`config.mk`:
```
export PLATFORM = sky130hd
export DESIGN_NAME = time_display_mux
export DESIGN_NICKNAME = d
export VERILOG_FILES = /design/src/rtl/time_disp_pkg.sv /design/src/rtl/bin2bcd_serial.sv /design/src/rtl/time_display_mux.sv
export SDC_FILE = /design/constraint.sdc
export NUM_CORES = 1
export LEC_CHECK = 0
export ABC_AREA = 0
export CORE_ASPECT_RATIO = 1.25
export CORE_UTILIZATION = 45
export DETAILED_ROUTE_END_ITERATION = 8
export GPL_ROUTABILITY_DRIVEN = 1
export SETUP_SLACK_MARGIN = 0.3
export SYNTH_ARGS = -nofsm -noshare
export SYNTH_HDL_FRONTEND = slang
export SYNTH_SLANG_ARGS = --single-unit
```
`constraint.sdc`:
```
create_clock -name clk -period 6.75 [get_ports clk]
set_input_delay 1.0125 -clock clk [delete_from_list [all_inputs] [get_ports clk]]
set_output_delay 1.0125 -clock clk [all_outputs]
set_load 0.01 [all_outputs]
```
`src/rtl/time_disp_pkg.sv`:
```
// Shared constants, FSM state type and 7-segment patterns for the time display multiplexer.
package time_disp_pkg;

  localparam int NUM_DIGITS  = 12;
  localparam int NUM_FIELDS  = 6;
  localparam int FIELD_W     = 7;
  localparam int CONV_CYCLES = 7;

  typedef enum logic [1:0] {
    IDLE   = 2'd0,
    CONV   = 2'd1,
    COMMIT = 2'd2
  } state_t;

  // Active-high patterns, bit 0 = segment a .. bit 6 = segment g.
  localparam logic [6:0] SEG_0     = 7'b0111111;
  localparam logic [6:0] SEG_1     = 7'b0000110;
  localparam logic [6:0] SEG_2     = 7'b1011011;
  localparam logic [6:0] SEG_3     = 7'b1001111;
  localparam logic [6:0] SEG_4     = 7'b1100110;
  localparam logic [6:0] SEG_5     = 7'b1101101;
  localparam logic [6:0] SEG_6     = 7'b1111101;
  localparam logic [6:0] SEG_7     = 7'b0000111;
  localparam logic [6:0] SEG_8     = 7'b1111111;
  localparam logic [6:0] SEG_9     = 7'b1101111;
  localparam logic [6:0] SEG_BLANK = 7'b0000000;

  function automatic logic [6:0] seg_decode(input logic [3:0] d);
    case (d)
      4'd0:    seg_decode = SEG_0;
      4'd1:    seg_decode = SEG_1;
      4'd2:    seg_decode = SEG_2;
      4'd3:    seg_decode = SEG_3;
      4'd4:    seg_decode = SEG_4;
      4'd5:    seg_decode = SEG_5;
      4'd6:    seg_decode = SEG_6;
      4'd7:    seg_decode = SEG_7;
      4'd8:    seg_decode = SEG_8;
      4'd9:    seg_decode = SEG_9;
      default: seg_decode = SEG_BLANK;
    endcase
  endfunction

  function automatic logic [FIELD_W-1:0] clamp99(input logic [FIELD_W-1:0] v);
    clamp99 = (v > 7'd99) ? 7'd99 : v;
  endfunction

endpackage

```
`src/rtl/bin2bcd_serial.sv`:
```
// Iterative 7-bit double-dabble: start performs the first step, done flags the cycle whose
// edge completes the seventh step, and tens/ones carry that final result combinationally.
module bin2bcd_serial
  import time_disp_pkg::*;
(
  input  logic               clk,
  input  logic               reset,
  input  logic               start,
  input  logic [FIELD_W-1:0] bin,
  output logic               done,
  output logic [3:0]         tens,
  output logic [3:0]         ones
);

  logic [7:0]         bcd;
  logic [FIELD_W-1:0] sr;
  logic [2:0]         cnt;
  logic [7:0]         adj;
  logic [7:0]         step;

  function automatic logic [3:0] add3(input logic [3:0] n);
    add3 = (n >= 4'd5) ? n + 4'd3 : n;
  endfunction

  always_comb begin
    adj  = {add3(bcd[7:4]), add3(bcd[3:0])};
    step = (adj << 1) | {7'b0, sr[FIELD_W-1]};
  end

  assign done = (cnt == 3'(CONV_CYCLES - 1));
  assign tens = step[7:4];
  assign ones = step[3:0];

  // cnt: 0 = never started, 1..6 = steps taken, 7 = finished and holding.
  always_ff @(posedge clk or posedge reset) begin
    if (reset) begin
      bcd <= '0;
      sr  <= '0;
      cnt <= '0;
    end else if (start) begin
      bcd <= {7'b0, bin[FIELD_W-1]};
      sr  <= {bin[FIELD_W-2:0], 1'b0};
      cnt <= 3'd1;
    end else if (cnt != 3'd0 && cnt != 3'(CONV_CYCLES)) begin
      bcd <= step;
      sr  <= sr << 1;
      cnt <= cnt + 3'd1;
    end
  end

endmodule

```
`src/rtl/time_display_mux.sv`:
```
// Snapshots six time fields, converts them serially to BCD and scans a 12-digit 7-segment display.
// Optional macro ONE_BASED_EN: day and month are shown 1-based (incremented before clamping).
module time_display_mux
  import time_disp_pkg::*;
#(
  parameter int REFRESH_DIV    = 1000,
  parameter bit SEG_ACTIVE_LOW = 1'b1
) (
  input  logic                  clk,
  input  logic                  reset,
  input  logic [5:0]            second,
  input  logic [5:0]            minute,
  input  logic [4:0]            hour,
  input  logic [4:0]            day,
  input  logic [3:0]            month,
  input  logic [6:0]            year,
  input  logic                  load,
  output logic                  busy,
  output logic [6:0]            seg,
  output logic [NUM_DIGITS-1:0] digit_sel
);

  state_t             state;
  logic [2:0]         field;
  logic               kick;
  logic [FIELD_W-1:0] fld_in [NUM_FIELDS];
  logic [FIELD_W-1:0] snap   [NUM_FIELDS];
  logic [7:0]         shadow [NUM_FIELDS];
  logic [3:0]         disp   [NUM_DIGITS];
  logic               conv_done;
  logic [3:0]         conv_tens;
  logic [3:0]         conv_ones;

  always_comb begin
    fld_in[0] = clamp99(7'(second));
    fld_in[1] = clamp99(7'(minute));
    fld_in[2] = clamp99(7'(hour));
`ifdef ONE_BASED_EN
    fld_in[3] = clamp99(7'(day) + 7'd1);
    fld_in[4] = clamp99(7'(month) + 7'd1);
`else
    fld_in[3] = clamp99(7'(day));
    fld_in[4] = clamp99(7'(month));
`endif
    fld_in[5] = clamp99(year);
  end

  bin2bcd_serial u_conv (
    .clk   (clk),
    .reset (reset),
    .start (kick),
    .bin   (snap[field]),
    .done  (conv_done),
    .tens  (conv_tens),
    .ones  (conv_ones)
  );

  // kick starts the converter for the current field; the next field is kicked on the
  // same edge that captures the previous result, so fields run back to back.
  always_ff @(posedge clk or posedge reset) begin
    if (reset) begin
      state  <= IDLE;
      field  <= '0;
      kick   <= 1'b0;
      busy   <= 1'b0;
      snap   <= '{default: '0};
      shadow <= '{default: '0};
      disp   <= '{default: '0};
    end else begin
      kick <= 1'b0;
      case (state)
        IDLE: begin
          if (load) begin
            snap  <= fld_in;
            field <= '0;
            kick  <= 1'b1;
            busy  <= 1'b1;
            state <= CONV;
          end
        end
        CONV: begin
          if (conv_done) begin
            shadow[field] <= {conv_tens, conv_ones};
            if (field == 3'(NUM_FIELDS - 1)) begin
              state <= COMMIT;
            end else begin
              field <= field + 3'd1;
              kick  <= 1'b1;
            end
          end
        end
        COMMIT: begin
          for (int k = 0; k < NUM_FIELDS; k++) begin
            disp[2*k]   <= shadow[k][3:0];
            disp[2*k+1] <= shadow[k][7:4];
          end
          busy  <= 1'b0;
          state <= IDLE;
        end
        default: state <= IDLE;
      endcase
    end
  end

  logic [15:0] presc;
  logic [3:0]  idx;
  logic [3:0]  idx_nxt;
  logic [3:0]  nib_nxt;
  logic [6:0]  seg_nxt;
  logic [NUM_DIGITS-1:0] sel_nxt;

  // The digit shown next is looked up in the buffer as it will be after this edge,
  // so freshly committed digits appear on the cycle right after the commit.
  always_comb begin
    idx_nxt = idx;
    if (presc == 16'(REFRESH_DIV - 1)) begin
      idx_nxt = (idx == 4'(NUM_DIGITS - 1)) ? 4'd0 : idx + 4'd1;
    end
    if (state == COMMIT) begin
      nib_nxt = idx_nxt[0] ? shadow[idx_nxt[3:1]][7:4] : shadow[idx_nxt[3:1]][3:0];
    end else begin
      nib_nxt = disp[idx_nxt];
    end
    seg_nxt = seg_decode(nib_nxt);
    sel_nxt = NUM_DIGITS'(1) << idx_nxt;
  end

  always_ff @(posedge clk or posedge reset) begin
    if (reset) begin
      presc     <= '0;
      idx       <= '0;
      seg       <= SEG_ACTIVE_LOW ? ~SEG_0 : SEG_0;
      digit_sel <= SEG_ACTIVE_LOW ? ~NUM_DIGITS'(1) : NUM_DIGITS'(1);
    end else begin
      presc     <= (presc == 16'(REFRESH_DIV - 1)) ? 16'd0 : presc + 16'd1;
      idx       <= idx_nxt;
      seg       <= SEG_ACTIVE_LOW ? ~seg_nxt : seg_nxt;
      digit_sel <= SEG_ACTIVE_LOW ? ~sel_nxt : sel_nxt;
    end
  end

endmodule

```
==> impl_metrics.ini <==
[clocking]
cts_setup_buffers = 0
postCtsHoldBufs = 0
clockBufferDepth = 2
cts_resized = 0
htree_levels = 4
cts_buffers = 17
cts-root-buf = clkbuf_16
cts_tree = built
path_clk_slew_ps = 80
cts.sinks = 192
clk_latency_ps = 440

[global_routing]
grtUsageTotal = 0.228
grt_pass1_wl_um = 38000
grt_start_max_net_pins = 141
grt_overflow = 0
grt_pass1_vias = 7150
grt_antenna_before_repair = 0

[synthesis]
synth-seq-cells = 192
synth_common_cells = 281 x nand2_1, 180 x dfrtp_1, 52 x nor2_1
yosys-top-cells-area = dfrtp_1 48%, nand2_1 11%, mux2_2 4.1%
synthMostInstantiatedCell = nand2_1
yosysUniqueCellTypes = 86
syn_area_per_cell_sq_um = 9.63
synth-seq-area-share = 0.513
ys_warn_count = 0
yosysTopAreaCellShare = 0.480
synth_area_sq_um = 9390
netlist.top_cell.by_area = dfrtp_1
synth-edff-count = 0
synthFlopType = dfrtp_1
synth_cells = 975
async_reset_ff_frac = 1.00
syn_nets = 1027

[pwr]
power_w = 0.00359
p_clk_frac = 0.274
p_leak_nw = 4.97
power_density_nw_per_um2 = 334
swShare = 0.350
combPwrFrac = 0.254
p_sw_w = 0.00126
seqPwrFrac = 0.472
p_int_w = 0.00233
ir_drop_uv = 205

[route]
wl_per_cell_um = 17.4
topRoutingLayerUsed = met4
routed_wl_um = 22500
drtIter0Drc = 431
wl_met2_um = 11200
drc = 0
route.met3.wl_um = 664
drtAntennaViolNets = 0
viasPerCell = 5.45
first_pass_iters = 5
num_vias = 7026
met1_length_um = 9830

[critical_path]
cp_common_cell = or4b_1
cp_cell_sequence = or4b_1 > or4_1 > o21a_1 > mux2_1 > o211ai_1 > or4b_1 > nand2_1 > inv_1 > ha_1 > nand2b_1 > a2111oi_2 > a211oi_2
crit_path_start_kind = register
path_class = register to register
slowest_delay_ps = 840
critPathMaxFanout = 18
worst_path_max_delay_cell = or4_1
cp.required_ps = 7060
crit_arrival_ps = 5210
end_kind = register

[placement]
portBuffers = 55
place_hpwl_um = 16200
routabilityCongestion = 0.916
dp_slack_ps = 1900

[cells_and_area]
nets = 1058
drive_gt1_frac = 0.121
synthToLayoutAreaGrowth_pct = 14.2
diodes = 0

[timing]
fin_skew_ps = 13.8
worstMarginPinSlew_ps = 1070
hold_violations = 0
finalWorstSetupSlack_ps = 1850
relSlewSlack = 0.284
max_freq_ghz = 0.204
setup_viol = 0
period_minus_slack_ps = 4900
fin_crit_sh = 0.726
rsz0062_at_grt = no
tns_ps = 0
drv_slew = 0

[die]
die_y_um = 163
ioPinCount = 56
fp.dieArea_sq_um = 21400
core.rowCount = 58
start_util = 0.462
fp.coreArea_sq_um = 20300
die_w_um = 131

[status]
status = finished, final reports clean

[job]
maxCapViolCount = 0

[min_path]
hp-class = register to register
[cell type report]
class | count | area, sq um
fillers | 1932 | 9600
flip-flops and latches | 192 | 4820
multi-input cells | 696 | 4220
repair buffers | 65 | 626
clock buffers | 19 | 453
well taps | 270 | 338
inverters | 34 | 140
clock inverters | 13 | 119
[power by group through the flow]
| stage | logic (W) | clock network (W) | registers, W |
|---|---|---|---|
| after floorplan | 0.000727 | 0 | 0.00158 |
| after global placement | 0.000908 | 0 | 0.00171 |
| after detailed placement | 0.000925 | 0 | 0.00172 |
| after CTS | 0.000928 | 0.00100 | 0.00169 |
| after global routing | 0.00104 | 0.00105 | 0.00174 |
| final | 0.000911 | 0.000983 | 0.00169 |
[critical path: cells and delay by family, from the launching register on]
family / cells / cell delay, ps
DFF: 1 / 410
and+or+nand+nor: 5 / 2390
AOI/OAI and AO/OA: 4 / 1210
muxes: 1 / 450
buffers and inverters: 1 / 80
adders and majority gates: 1 / 210
[flip-flops by register name, summed over array words and instances, names as in the netlist]
signal	cells
disp	48
shadow	48
snap	33
presc	16
digit_sel	12
u_conv.bcd	8
seg	7
u_conv.sr	6
idx	4
field	3
u_conv.cnt	3
state	2
busy	1
kick	1
[metrics by stage]
stage,util,std cells,instance area (sq um),hold WS (ps)
after floorplan,-,975,9390,438
after global placement,0.499,1257,10100,452
after detailed placement,0.499,1257,10100,456
after CTS,0.528,1289,10700,474
after global routing,0.528,1289,10700,490
final,0.528,1289,10700,471
[placed cells by master (no fill, tap or decap), types with 5 or more instances in the layout]
cell type	n
ha_1	16
dfrtp_1	180
nand2b_1	7
a21oi_1	49
xnor2_1	11
nor2_1	51
mux2_1	6
nand2_1	281
mux2_2	34
a221o_1	5
o211ai_1	17
xor2_1	6
buf_4	10
a211oi_1	17
o21ai_0	38
nand3_1	22
clkdlybuf4s50_1	55
o22ai_1	6
inv_1	28
mux2i_1	26
dfstp_2	12
inv_6	7
clkbuf_16	17
[metal layers]
layer | vias to the layer above | global-route usage
met5 | - | 0
met4 | 0 | 0.105
met3 | 46 | 0.0354
met2 | 159 | 0.395
met1 | 3402 | 0.280
li1 | 3419 | -
[cell families (layout without fill, tap and decap cells)]
| logic type | Yosys count | after routing | share of synthesized area |
|---|---|---|---|
| buffers and inverters | 87 | 131 | 0.0398 |
| muxes | 69 | 69 | 0.0816 |
| AOI/OAI and AO/OA | 186 | 186 | 0.140 |
| DFF | 192 | 192 | 0.513 |
| and+or+nand+nor | 408 | 408 | 0.188 |
| xor gates and xnor gates | 17 | 17 | 0.0159 |
| adders and majority gates | 16 | 16 | 0.0213 |
[worst paths after layout]
check                      cells after the start  slack, ps      from          to
hold reg to reg                                2        470  snap[29]    snap[29]
setup / recovery                              12       1850  presc[4]      seg[0]
min in group asynchronous                      2       1150     reset     snap[7]
hold / removal                                 2        470  snap[29]    snap[29]
setup reg to reg                              12       1850  presc[4]      seg[0]
max in group asynchronous                      3       4360     reset  shadow[44]
(Power assumes the default switching activity.)
